### config.mk
export PLATFORM = sky130hd
export DESIGN_NAME = alu_result_seq_flat
export DESIGN_NICKNAME = d
export VERILOG_FILES = /design/src/rtl/alu_result_seq_if.sv /design/src/rtl/alu_result_seq.sv /design/src/flat_wrapper.sv
export SDC_FILE = /design/constraint.sdc
export NUM_CORES = 1
export LEC_CHECK = 0
export ABC_AREA = 0
export CORE_UTILIZATION = 45
export CTS_CLUSTER_DIAMETER = 80
export DETAILED_ROUTE_END_ITERATION = 6
export GPL_TIMING_DRIVEN = 0
export PLACE_DENSITY = 0.74
export SLEW_MARGIN = 40
export SYNTH_ARGS = -nofsm -noshare
export SYNTH_HDL_FRONTEND = slang
export SYNTH_SLANG_ARGS = --single-unit
### constraint.sdc
create_clock -name clk -period 2.1 [get_ports clk]
set_input_delay 0.21 -clock clk [delete_from_list [all_inputs] [get_ports clk]]
set_output_delay 0.21 -clock clk [all_outputs]
set_load 0.02 [all_outputs]
### src/rtl/alu_result_seq_if.sv
// Handshake and SR bus bundle for the ALU result sequencer.
// The master drives the request and data bus; the slave (sequencer) drives strobes and status.
interface alu_result_seq_if;
  logic       start;
  logic [2:0] op;
  logic [7:0] dbus;
  logic       isum_n;
  logic       isub_n;
  logic       imul_n;
  logic       idiv_n;
  logic       ishl_n;
  logic       ishr_n;
  logic       esr_n;
  logic       ready;
  logic       done;
  logic       err;
  logic [7:0] result;

  modport master (
    output start, op, dbus,
    input  isum_n, isub_n, imul_n, idiv_n, ishl_n, ishr_n,
    input  esr_n, ready, done, err, result
  );

  modport slave (
    input  start, op, dbus,
    output isum_n, isub_n, imul_n, idiv_n, ishl_n, ishr_n,
    output esr_n, ready, done, err, result
  );
endinterface

### src/rtl/alu_result_seq.sv
// ALU result sequencer: strobes the selected SR, enables it onto DBUS, captures RESULT, pulses DONE.
// Optional macro ALU_RESULT_SEQ_SHIFT_EN makes SHL/SHR legal; otherwise they raise ERR.
module alu_result_seq #(
  parameter int unsigned MULDIV_CYCLES = 8
) (
  input  logic             clk,
  input  logic             rst,
  alu_result_seq_if.slave  bus
);

`ifdef ALU_RESULT_SEQ_SHIFT_EN
  localparam int STB_W = 6;
`else
  localparam int STB_W = 4;
`endif
  localparam logic [7:0] WAIT_LOAD = 8'(MULDIV_CYCLES);

  typedef enum logic [2:0] {S_IDLE, S_WAIT, S_STROBE, S_READ, S_DONE} state_t;

  state_t           state, state_nxt;
  logic [2:0]       op_q, op_nxt;
  logic [7:0]       cnt, cnt_nxt;
  logic [STB_W-1:0] stb_n, stb_nxt;
  logic             esr_n, esr_nxt;
  logic             ready, ready_nxt;
  logic             done, done_nxt;
  logic             err, err_nxt;
  logic [7:0]       result, result_nxt;

  function automatic logic op_legal(input logic [2:0] op);
`ifdef ALU_RESULT_SEQ_SHIFT_EN
    return op <= 3'd5;
`else
    return op <= 3'd3;
`endif
  endfunction

  // Strobe bit i belongs to opcode i, so a legal opcode clears exactly one bit.
  function automatic logic [STB_W-1:0] strobe_for(input logic [2:0] op);
    logic [STB_W-1:0] s;
    for (int i = 0; i < STB_W; i++) s[i] = (op != i[2:0]);
    return s;
  endfunction

  always_comb begin
    state_nxt  = state;
    op_nxt     = op_q;
    cnt_nxt    = cnt;
    stb_nxt    = '1;
    esr_nxt    = 1'b1;
    ready_nxt  = 1'b0;
    done_nxt   = 1'b0;
    err_nxt    = 1'b0;
    result_nxt = result;
    case (state)
      S_IDLE: begin
        ready_nxt = 1'b1;
        if (bus.start) begin
          if (op_legal(bus.op)) begin
            op_nxt    = bus.op;
            ready_nxt = 1'b0;
            if (bus.op == 3'd2 || bus.op == 3'd3) begin
              state_nxt = S_WAIT;
              cnt_nxt   = WAIT_LOAD;
            end else begin
              state_nxt = S_STROBE;
              stb_nxt   = strobe_for(bus.op);
            end
          end else begin
            err_nxt = 1'b1;
          end
        end
      end
      S_WAIT: begin
        if (cnt == 8'd1) begin
          state_nxt = S_STROBE;
          cnt_nxt   = 8'd0;
          stb_nxt   = strobe_for(op_q);
        end else begin
          cnt_nxt = cnt - 8'd1;
        end
      end
      S_STROBE: begin
        state_nxt = S_READ;
        esr_nxt   = 1'b0;
      end
      S_READ: begin
        state_nxt  = S_DONE;
        done_nxt   = 1'b1;
        result_nxt = bus.dbus;
      end
      S_DONE: begin
        state_nxt = S_IDLE;
        ready_nxt = 1'b1;
      end
      default: begin
        state_nxt = S_IDLE;
        ready_nxt = 1'b1;
      end
    endcase
  end

  // Outputs are registered from the same next-state decode, so they line up with the state.
  always_ff @(posedge clk) begin
    if (rst) begin
      state  <= S_IDLE;
      cnt    <= 8'd0;
      stb_n  <= '1;
      esr_n  <= 1'b1;
      ready  <= 1'b1;
      done   <= 1'b0;
      err    <= 1'b0;
      result <= 8'h00;
    end else begin
      state  <= state_nxt;
      cnt    <= cnt_nxt;
      stb_n  <= stb_nxt;
      esr_n  <= esr_nxt;
      ready  <= ready_nxt;
      done   <= done_nxt;
      err    <= err_nxt;
      result <= result_nxt;
    end
  end

  always_ff @(posedge clk) begin
    op_q <= op_nxt;
  end

  assign bus.isum_n = stb_n[0];
  assign bus.isub_n = stb_n[1];
  assign bus.imul_n = stb_n[2];
  assign bus.idiv_n = stb_n[3];
`ifdef ALU_RESULT_SEQ_SHIFT_EN
  assign bus.ishl_n = stb_n[4];
  assign bus.ishr_n = stb_n[5];
`else
  assign bus.ishl_n = 1'b1;
  assign bus.ishr_n = 1'b1;
`endif
  assign bus.esr_n  = esr_n;
  assign bus.ready  = ready;
  assign bus.done   = done;
  assign bus.err    = err;
  assign bus.result = result;

endmodule

### src/flat_wrapper.sv
// flat-port wrapper written by rule: the top's interface ports become plain ports
module alu_result_seq_flat 
#(
  parameter int unsigned MULDIV_CYCLES = 8
)
  (clk, rst, bus_start, bus_op, bus_dbus, bus_isum_n, bus_isub_n, bus_imul_n, bus_idiv_n, bus_ishl_n, bus_ishr_n, bus_esr_n, bus_ready, bus_done, bus_err, bus_result);
  alu_result_seq_if bus_i ();
  input  logic clk;
  input  logic rst;
  input wire logic [$bits(bus_i.start)-1:0] bus_start;
  input wire logic [$bits(bus_i.op)-1:0] bus_op;
  input wire logic [$bits(bus_i.dbus)-1:0] bus_dbus;
  output wire logic [$bits(bus_i.isum_n)-1:0] bus_isum_n;
  output wire logic [$bits(bus_i.isub_n)-1:0] bus_isub_n;
  output wire logic [$bits(bus_i.imul_n)-1:0] bus_imul_n;
  output wire logic [$bits(bus_i.idiv_n)-1:0] bus_idiv_n;
  output wire logic [$bits(bus_i.ishl_n)-1:0] bus_ishl_n;
  output wire logic [$bits(bus_i.ishr_n)-1:0] bus_ishr_n;
  output wire logic [$bits(bus_i.esr_n)-1:0] bus_esr_n;
  output wire logic [$bits(bus_i.ready)-1:0] bus_ready;
  output wire logic [$bits(bus_i.done)-1:0] bus_done;
  output wire logic [$bits(bus_i.err)-1:0] bus_err;
  output wire logic [$bits(bus_i.result)-1:0] bus_result;
  assign bus_i.start = bus_start;
  assign bus_i.op = bus_op;
  assign bus_i.dbus = bus_dbus;
  assign bus_isum_n = bus_i.isum_n;
  assign bus_isub_n = bus_i.isub_n;
  assign bus_imul_n = bus_i.imul_n;
  assign bus_idiv_n = bus_i.idiv_n;
  assign bus_ishl_n = bus_i.ishl_n;
  assign bus_ishr_n = bus_i.ishr_n;
  assign bus_esr_n = bus_i.esr_n;
  assign bus_ready = bus_i.ready;
  assign bus_done = bus_i.done;
  assign bus_err = bus_i.err;
  assign bus_result = bus_i.result;
  alu_result_seq #(.MULDIV_CYCLES(MULDIV_CYCLES)) u_core (.clk(clk), .rst(rst), .bus(bus_i));
endmodule
==> results.md, run 1 <==
- For this block, the initial DRC count from the detailed router was 44.
- The number of pins exceeding their max-slew limit in the final report came to 0.
- The number of global-route vias before repair is around 1000.
- The multi-input logic area is just under 600 um2.
- After synthesis, the most frequently instantiated cells are 27 x sky130_fd_sc_hd__dfxtp_1, 26 x sky130_fd_sc_hd__nor2_1, 8 x sky130_fd_sc_hd__mux2i_1.
- The classification of the worst setup path is register to register.
- The post-route cell area is roughly 0.0017 mm2.
- The slowest library cell on the worst path is sky130_fd_sc_hd__or3b_2.
- The leakage power total is around 0.00070 uW.
- The leading cell type by number of instances after synthesis is sky130_fd_sc_hd__dfxtp_1.
- In the routed design, unresolved DRC markers number 0.
- The number of setup buffers added after CTS is 0.
- The tool flagged a number of max-cap violations equal to 0.
- The worst hold-check slack is around 0.26 ns.
- The final antenna diode count is 0.
- The worst setup skew after layout is approximately 0.0041 ns.
- On the critical path the largest part of the delay comes from compound AO/OA/AOI/OAI gates.
- Setup repair after global routing left no endpoint under its margin.
- On the worst path, the slowest cell contributes a delay of 0.44 ns.
- Once routing completed, OpenROAD measured the worst setup slack at 0.358 ns.
- The minimum clock period after layout is around 1.7 ns.
- The cell area after placement is between 0.0015 and 0.002 mm2.
- The element type at the critical path start is a register.
- The clock tree buffer depth is 2.
- Of the post-synthesis cell area, the dominant cell type holds 0.419.
- The flow ran to the end, and the final reports show no timing, DRC or antenna violations.
- Static timing analysis puts the maximum clock frequency at approximately 570 MHz.
- In this run the power density over the cells is 912 mW/mm2.
- By area the synthesized netlist is led by sky130_fd_sc_hd__dfxtp_1 42%, sky130_fd_sc_hd__nor2_1 7.6%, sky130_fd_sc_hd__edfxtp_1 7.0%.
- The endpoint type of the worst setup path is a register.
- After clock tree synthesis, the clock-pin slew on the worst setup and hold paths is around 0.090 ns.
- Dividing the detail-routed via count by the number of cells gives around 5.3.
- The quantity of I/O buffers inserted on ports is 28.
- At the end of routability-driven placement, the weighted congestion stood at roughly 0.8.
- The critical path goes through buf_4, or3b_2, clkbuf_1, a31oi_1, o21bai_1, a21oi_1.
- The cell accounting for the most synthesized area is sky130_fd_sc_hd__dfxtp_1.
- Counting the fill cells in the layout gives approximately 230.
- For this run, the number of Yosys warnings is 0.
- The die extent in x is 55.5 um.
- The synthesized design contains 3 enable-type register cells.
- The count of vias placed by the detailed router is roughly 1100.
- At the pin with the least slew margin, the transition time is 0.606 ns.
- The number of synthesized register bits is 30.
- The number of gates given a new drive strength after cts is 0.
- After synthesis, the share of flip-flops with an asynchronous set or reset is 0.
- In this run the worst path has a maximum fanout of 7.
- The worst min-delay path class is input port to register.
- The sum of negative setup slack is 0 ns.
- The required time of the worst setup path is between 2 and 2.5 ns.
- Before CTS, the worst setup slack after placement is 0.100 ns.
- The region available for standard cell placement spans roughly 0.0027 mm2.
- After detailed routing, the average wire length per cell comes to between 10 and 15 um.
- The worst path arrival time is around 2 ns.
- The tree built by TritonCTS fans out to 30 sinks.
- The final setup violation count is 0.
- The netlist area before placement is between 0.001 and 0.0015 mm2.
- 32 I/O pins were placed.
- The iteration count of the initial detailed-routing pass is 4.
- The total overflow left after global routing is 0.
- Clock tree synthesis inserted a total of 5 buffers.
- The global-route wire length before repair is roughly 4400 um.
- The initial core utilization is 0.471.
- Wires add up to 2600 um.
- The root buffer cell is sky130_fd_sc_hd__clkbuf_4.
- The die covers roughly 0.003 mm2.
- The mean instance size in the synthesized netlist is approximately 9.6 um2.
- Across every metal layer, demand over resource in global routing totals 0.189.
- The number of routed nets with antenna violations is 0.
- The combined buffer and inverter count along the critical path is 2.
- The clock tree synthesis step divided the H-tree into 2 levels.
- The worst pin sits at a relative slew slack of 0.592.
- Dividing the final minimum period by the clock period gives 0.830.
- For this run, the register share of the synthesized area comes to 0.489.
- The worst-case IR drop observed on VDD is between 500 and 600 uV.
- The fraction of final layout cells with drive strength greater than 1 is 0.111.
- The height of the chip is 55.5 um.
- In the final layout, flip-flops and latches occupy about 630 um2.
- The number of nets in the finished design is between 150 and 200.
- The pin count of the biggest net entering global routing is 11.
- The detailed placement HPWL is about 1900 um.
- The clock latency on the worst-skew pair is 0.33 ns.
- The count of hold-fix buffers inserted at cts is 0.
- The number of distinct library cell variants in the gate-level netlist after synthesis is 39.
- The initialized floorplan defines 19 standard-cell rows.
- TritonCTS built the clock tree.
- The number of antenna violations at the first check in global routing is 0.
- The cell count after synthesis came out at 134.
- Relative to the synthesized area, the layout overhead comes to 31.2%.
- The number of hold-slack violations in the final timing report came to 0.
- The most used flip-flop cell after synthesis is sky130_fd_sc_hd__dfxtp_1.
layout make-up:
| class | count | share of cell area |
|---|---|---|
| timing repair buffer | 28 | 0.166 |
| buffer | 10 | 0.0348 |
| inverter | 4 | 0.00888 |
| tap | 31 | 0.0229 |
| clock buffer | 8 | 0.0466 |
| sequential | 30 | 0.373 |
| multi-input combinational | 91 | 0.348 |
flip-flops by register name, indices dropped and copies added, names as in the netlist:
register	count
u_core.bus.err	1
u_core.op_q	3
u_core.stb_n	4
u_core.cnt	8
u_core.state	3
u_core.bus.ready	1
u_core.bus.esr_n	1
u_core.bus.result	8
u_core.bus.done	1
metal layers:
metal | wire [um] | track usage | part of all wire | vias to the layer above
met5 | 0 | 0 | 0 | -
met4 | 61 | 0.114 | 0.023 | 0
met3 | 134 | 0.0562 | 0.052 | 7
met2 | 1260 | 0.312 | 0.49 | 31
met1 | 1140 | 0.216 | 0.44 | 508
li1 | - | - | - | 533
stage by stage:
step / utilization / power, uW / std cells
after global routing: 0.618 / 1630 / 202
after detailed placement: 0.589 / 1120 / 194
after CTS: 0.618 / 1550 / 202
after global placement: 0.589 / 1100 / 194
final: 0.618 / 1540 / 202
after floorplan: - / 1000 / 135
placed cells by master, fill, tap and decap left out, types with 2 or more instances in the layout:
master	netlist	routed
sky130_fd_sc_hd__clkdlybuf4s50_1	0	28
sky130_fd_sc_hd__dfxtp_1	27	27
sky130_fd_sc_hd__nor2_1	26	26
sky130_fd_sc_hd__mux2i_1	8	8
sky130_fd_sc_hd__nand2_1	6	6
sky130_fd_sc_hd__a21oi_1	5	5
sky130_fd_sc_hd__clkbuf_4	0	5
sky130_fd_sc_hd__inv_1	4	4
sky130_fd_sc_hd__clkbuf_1	4	4
sky130_fd_sc_hd__o21ai_0	4	4
sky130_fd_sc_hd__buf_4	3	3
sky130_fd_sc_hd__nor3_1	3	3
sky130_fd_sc_hd__xor2_1	3	3
sky130_fd_sc_hd__clkbuf_8	0	3
sky130_fd_sc_hd__edfxtp_1	3	3
sky130_fd_sc_hd__nor4_1	2	2
sky130_fd_sc_hd__nand3b_1	2	2
sky130_fd_sc_hd__buf_2	2	2
sky130_fd_sc_hd__nand3_1	2	2
sky130_fd_sc_hd__or3_1	2	2
sky130_fd_sc_hd__nand2b_1	2	2
sky130_fd_sc_hd__o21bai_1	2	2
sky130_fd_sc_hd__o221ai_1	2	2
sky130_fd_sc_hd__nor3b_1	2	2
sky130_fd_sc_hd__o211ai_1	2	2
sky130_fd_sc_hd__ha_1	2	2
sky130_fd_sc_hd__conb_1	1	2
path summary, 6_finish.rpt:
| path | start | endpoint | slack (ns) | cells past startpoint |
|---|---|---|---|---|
| hold reg to reg | u_core.op_q[0]$_DFFE_PP_ | u_core.stb_n[3]$_SDFF_PP1_ | 0.49 | 1 |
| setup reg to reg | u_core.state[0]$_SDFFE_PP0P_ | u_core.cnt[7]$_SDFFE_PP0P_ | 0.36 | 6 |
| hold / removal | rst | u_core.state[2]$_SDFFE_PP0P_ | 0.26 | 2 |
| setup / recovery | u_core.state[0]$_SDFFE_PP0P_ | u_core.cnt[7]$_SDFFE_PP0P_ | 0.36 | 6 |
report_power, final:
group	total, uW	internal [uW]	switching, uW	leakage (uW)
clock network	430	229	202	0.0000446
registers	690	639	51.5	0.000248
logic	422	199	222	0.000411
kinds of logic after synthesis:
group           share of synthesized area
flops                               0.489
buf+inv                            0.0573
fa+ha+maj                          0.0194
mux                                0.0621
other cells                       0.00291
compound gates                      0.116
simple gates                        0.226
xor+xnor                           0.0272
(Power assumes the default switching activity.)
==> run 2, diff against run 1 <==
- CORE_UTILIZATION: 45 -> 43
- clock period: 2.1 -> 1.5 ns (I/O delays scaled with it)
==> run 2 against run 1 <==
Effect of this change:
- the flow now finishes with violations (negative setup slack)
- critical path depth shrank 2
- total power grew 50%
- first-iteration DRC count shrank 34%
- final area grew 8.2%
- global-route usage shrank 1.1 points
- sequential power grew 42%
- clock power grew 42%
- sequential share of layout area shrank 2.4 points
- fmax grew 12%
- flip-flop and latch count is the same
- die area grew 4.5%
==> results.md, run 2 (synthesized netlist as in run 1, its figures left out) <==
- Run status: complete, but fails checks (was completed).
- The checks that failed: negative setup slack.
- The number of global-route vias before repair came to 994 (was 1048).
- The highest ir drop seen on vdd is 700 uV (was 598 uV).
- The quantity of I/O buffers inserted on ports is 28 (unchanged).
- The iteration count of the initial detailed-routing pass is 5 (was 4).
- The sink of the worst hold path is u_core.bus.err$_SDFF_PP0_ (was u_core.state[2]$_SDFFE_PP0P_).
- The sum of negative setup slack is -0.144 ns (was 0 ns).
- Setup repair after global routing missed its margin: true (was false).
- The final setup violation count is 3 (was 0).
- The cell area after placement is 0.00161 mm2 (unchanged).
- The clock tree buffer depth is 2 (unchanged).
- The element type at the critical path start is a register (unchanged).
- The hold path depth is 3 (was 2).
- The worst hold-check slack was 0.147 ns (was 0.263 ns).
- The number of H-tree levels is 2 (unchanged).
- The start point of the critical path was u_core.cnt[2]$_SDFFE_PP0P_ (was u_core.state[0]$_SDFFE_PP0P_).
- The iteration-0 DRC count of the detailed router was 29 (was 44).
- The die extent in x is 56.7 um (was 55.5 um).
- The number of cells on the worst reg-to-reg path came to 4 (was 6).
- The peak fanout along the critical path is 5 (was 7).
- The maximum clock frequency is 642 MHz (was 574 MHz).
- The number of design rule violations left after detail routing is 0 (unchanged).
- The global routing usage summed across all routing layers was 0.178 (was 0.189).
- The area occupied by registers is 638 um2 (was 631 um2).
- The worst min-delay path class is input port to register (unchanged).
- The required time of the worst setup path is 1.70 ns (was 2.36 ns).
- The height of the chip came to 56.7 um (was 55.5 um).
- The endpoint type of the worst setup path is a register (unchanged).
- The pin count of the biggest net entering global routing is 11 (unchanged).
- The total overflow reported by the global router came to 0 (unchanged).
- The fraction of the cycle the final worst path needs is 1.04 (was 0.830).
- The global-route wire length before repair came to 4310 um (was 4440 um).
- The post-route cell area is 0.00183 mm2 (was 0.00169 mm2).
- The hold path startpoint is bus_op[2] (was rst).
- The number of placement rows was 19 (unchanged).
- The setup slack on the worst flop-to-flop path is -0.06 ns (was 0.36 ns).
- The number of ports placed on the die boundary is 32 (unchanged).
- The routed length per instance is 12.9 um (about the same).
- The minimum clock period after layout came to 1.56 ns (was 1.74 ns).
- The multi-input logic area is 641 um2 (was 588 um2).
- The fraction of final layout cells with drive strength greater than 1 is 0.233 (was 0.111).
- The worst path setup slack after routing is -0.0578 ns (was 0.358 ns).
- The power per cell area is 1270 mW/mm2 (was 912 mW/mm2).
- The worst setup skew after layout came to 0.0103 ns (was 0.00413 ns).
- The clock slew seen by the registers of the worst setup and hold paths is 0.10 ns (was 0.09 ns).
- The root buffer cell is sky130_fd_sc_hd__clkbuf_4 (unchanged).
- The detailed placement HPWL was 1780 um (was 1880 um).
- The initial core utilization was 0.459 (was 0.471).
- The sum of internal, switching and leakage power is 2320 uW (was 1540 uW).
- The number of routed nets with antenna violations is 0 (unchanged).
- The clock tree from TritonCTS is built (unchanged).
- The clock latency on the worst-skew pair came to 0.34 ns (was 0.33 ns).
- The total wirelength of the detailed-routed design is 2730 um (was 2600 um).
- The relative area change from synthesis to final layout came to 41.9% (was 31.2%).
- The number of vias per cell came to 5.13 (was 5.34).
- The number of antenna violations at the first check in global routing is 0 (unchanged).
- Commonest non-fill, non-tap cells in the layout: 26 x sky130_fd_sc_hd__nor2_1, 25 x sky130_fd_sc_hd__clkdlybuf4s50_1, 23 x sky130_fd_sc_hd__dfxtp_1 (was 28 x sky130_fd_sc_hd__clkdlybuf4s50_1, 27 x sky130_fd_sc_hd__dfxtp_1, 26 x sky130_fd_sc_hd__nor2_1).
- The leakage power total is 0.000811 uW (was 0.000703 uW).
- The final antenna diode count is 0 (unchanged).
- The startpoint of the most critical register-to-register path is u_core.cnt[2]$_SDFFE_PP0P_ (was u_core.state[0]$_SDFFE_PP0P_).
- The worst path arrival time is 1.76 ns (was 2.01 ns).
- The die area was 0.00322 mm2 (was 0.00308 mm2).
- The number of nets in the finished design was 195 (was 186).
- The count of vias placed by the detailed router was 1082 (was 1079).
- The final estimated routing congestion in global placement is 0.800 (was 0.801).
- The count of hold-fix buffers inserted at cts is 0 (unchanged).
- The placeable core region is 0.00281 mm2 (was 0.00273 mm2).
- The classification of the worst setup path was register to register (unchanged).
- The number of CTS-inserted buffers is 5 (unchanged).
- The most frequent standard cell in the layout excluding fill and tap cells is sky130_fd_sc_hd__nor2_1 (was sky130_fd_sc_hd__clkdlybuf4s50_1).
- The number of pins exceeding their max-slew limit in the final report was 0 (unchanged).
- The number of fill cells is 242 (was 231).
- The clock net sink count is 30 (unchanged).
- Largest registers ranked by flip-flop count: u_core.bus.result x8, u_core.cnt x8, u_core.stb_n x4 (unchanged).
- The number of hold-slack violations in the final timing report is 0 (unchanged).
- The max-cap check violation count came to 0 (unchanged).
- The capture instance of the worst register-to-register path is u_core.stb_n[0]$_SDFF_PP1_ (was u_core.cnt[7]$_SDFFE_PP0P_).
==> run 2: cell types whose count changed in the layout (fill, tap and decap cells not counted), moves of 3 or more <==
| cell | delta |
|---|---|
| sky130_fd_sc_hd__dfxtp_2 | +3 |
| sky130_fd_sc_hd__dlymetal6s2s_1 | +3 |
| sky130_fd_sc_hd__clkdlybuf4s50_1 | -3 |
| sky130_fd_sc_hd__buf_4 | +10 |
| sky130_fd_sc_hd__dfxtp_1 | -4 |
==> run 2: power breakdown <==
part | switching, uW | internal (uW) | leakage [uW]
combinational | 347 | 380 | 0.000516
sequential | 82.8 | 899 | 0.000250
clock | 291 | 320 | 0.0000446
total | 721 | 1600 | 0.000811
==> run 2: metal layers <==
| layer | global-route usage | share of wire | vias to the layer above |
|---|---|---|---|
| met4 | 0.136 | 0.013 | 0 |
| met2 | 0.260 | 0.47 | 28 |
| met1 | 0.219 | 0.47 | 505 |
| li1 | - | - | 545 |
| met3 | 0.0530 | 0.046 | 4 |
| met5 | 0 | 0 | - |
==> run 2: worst max-delay path, cell delays in order, from the launching register on <==
cell and delay [ns]:
sky130_fd_sc_hd__dfxtp_2 0.37, sky130_fd_sc_hd__nor4_4 0.31, sky130_fd_sc_hd__nand4b_1 0.15, sky130_fd_sc_hd__a2111oi_2 0.37, sky130_fd_sc_hd__o221ai_1 0.21
==> run 2: layout make-up <==
class                      instances  area share
sequential                        30       0.349
tap                               31      0.0212
inverter                           4     0.00821
buffer                             8      0.0239
clock buffer                       8      0.0431
timing repair buffer              39       0.205
multi-input combinational         91       0.350
==> run 2: per-stage QoR <==
stage	std cells	utilization	setup slack (ns)
floorplan	135	-	-0.00451
global placement	194	0.574	-0.324
detailed placement	194	0.574	-0.342
CTS	202	0.609	-0.0915
global route	211	0.652	-0.181
finish	211	0.652	-0.0578
==> run 2: timing repair <==
action                                  in CTS  in global routing
resized for setup                            5                 15
setup buffers                                1                 10
pin swaps                                    3                  5
endpoints found under the setup margin      14                 16
==> run 2: worst max-delay path by stage <==
stage | endpoint | slack, ns | cells after the start
after detailed placement | u_core.cnt[7]$_SDFFE_PP0P_ | -0.34 | 6
after CTS | u_core.cnt[7]$_SDFFE_PP0P_ | -0.09 | 5
after global routing | u_core.stb_n[1]$_SDFF_PP1_ | -0.18 | 4
after floorplan | u_core.cnt[7]$_SDFFE_PP0P_ | -0.005 | 5
final | u_core.stb_n[0]$_SDFF_PP1_ | -0.06 | 4
after global placement | u_core.cnt[7]$_SDFFE_PP0P_ | -0.32 | 6
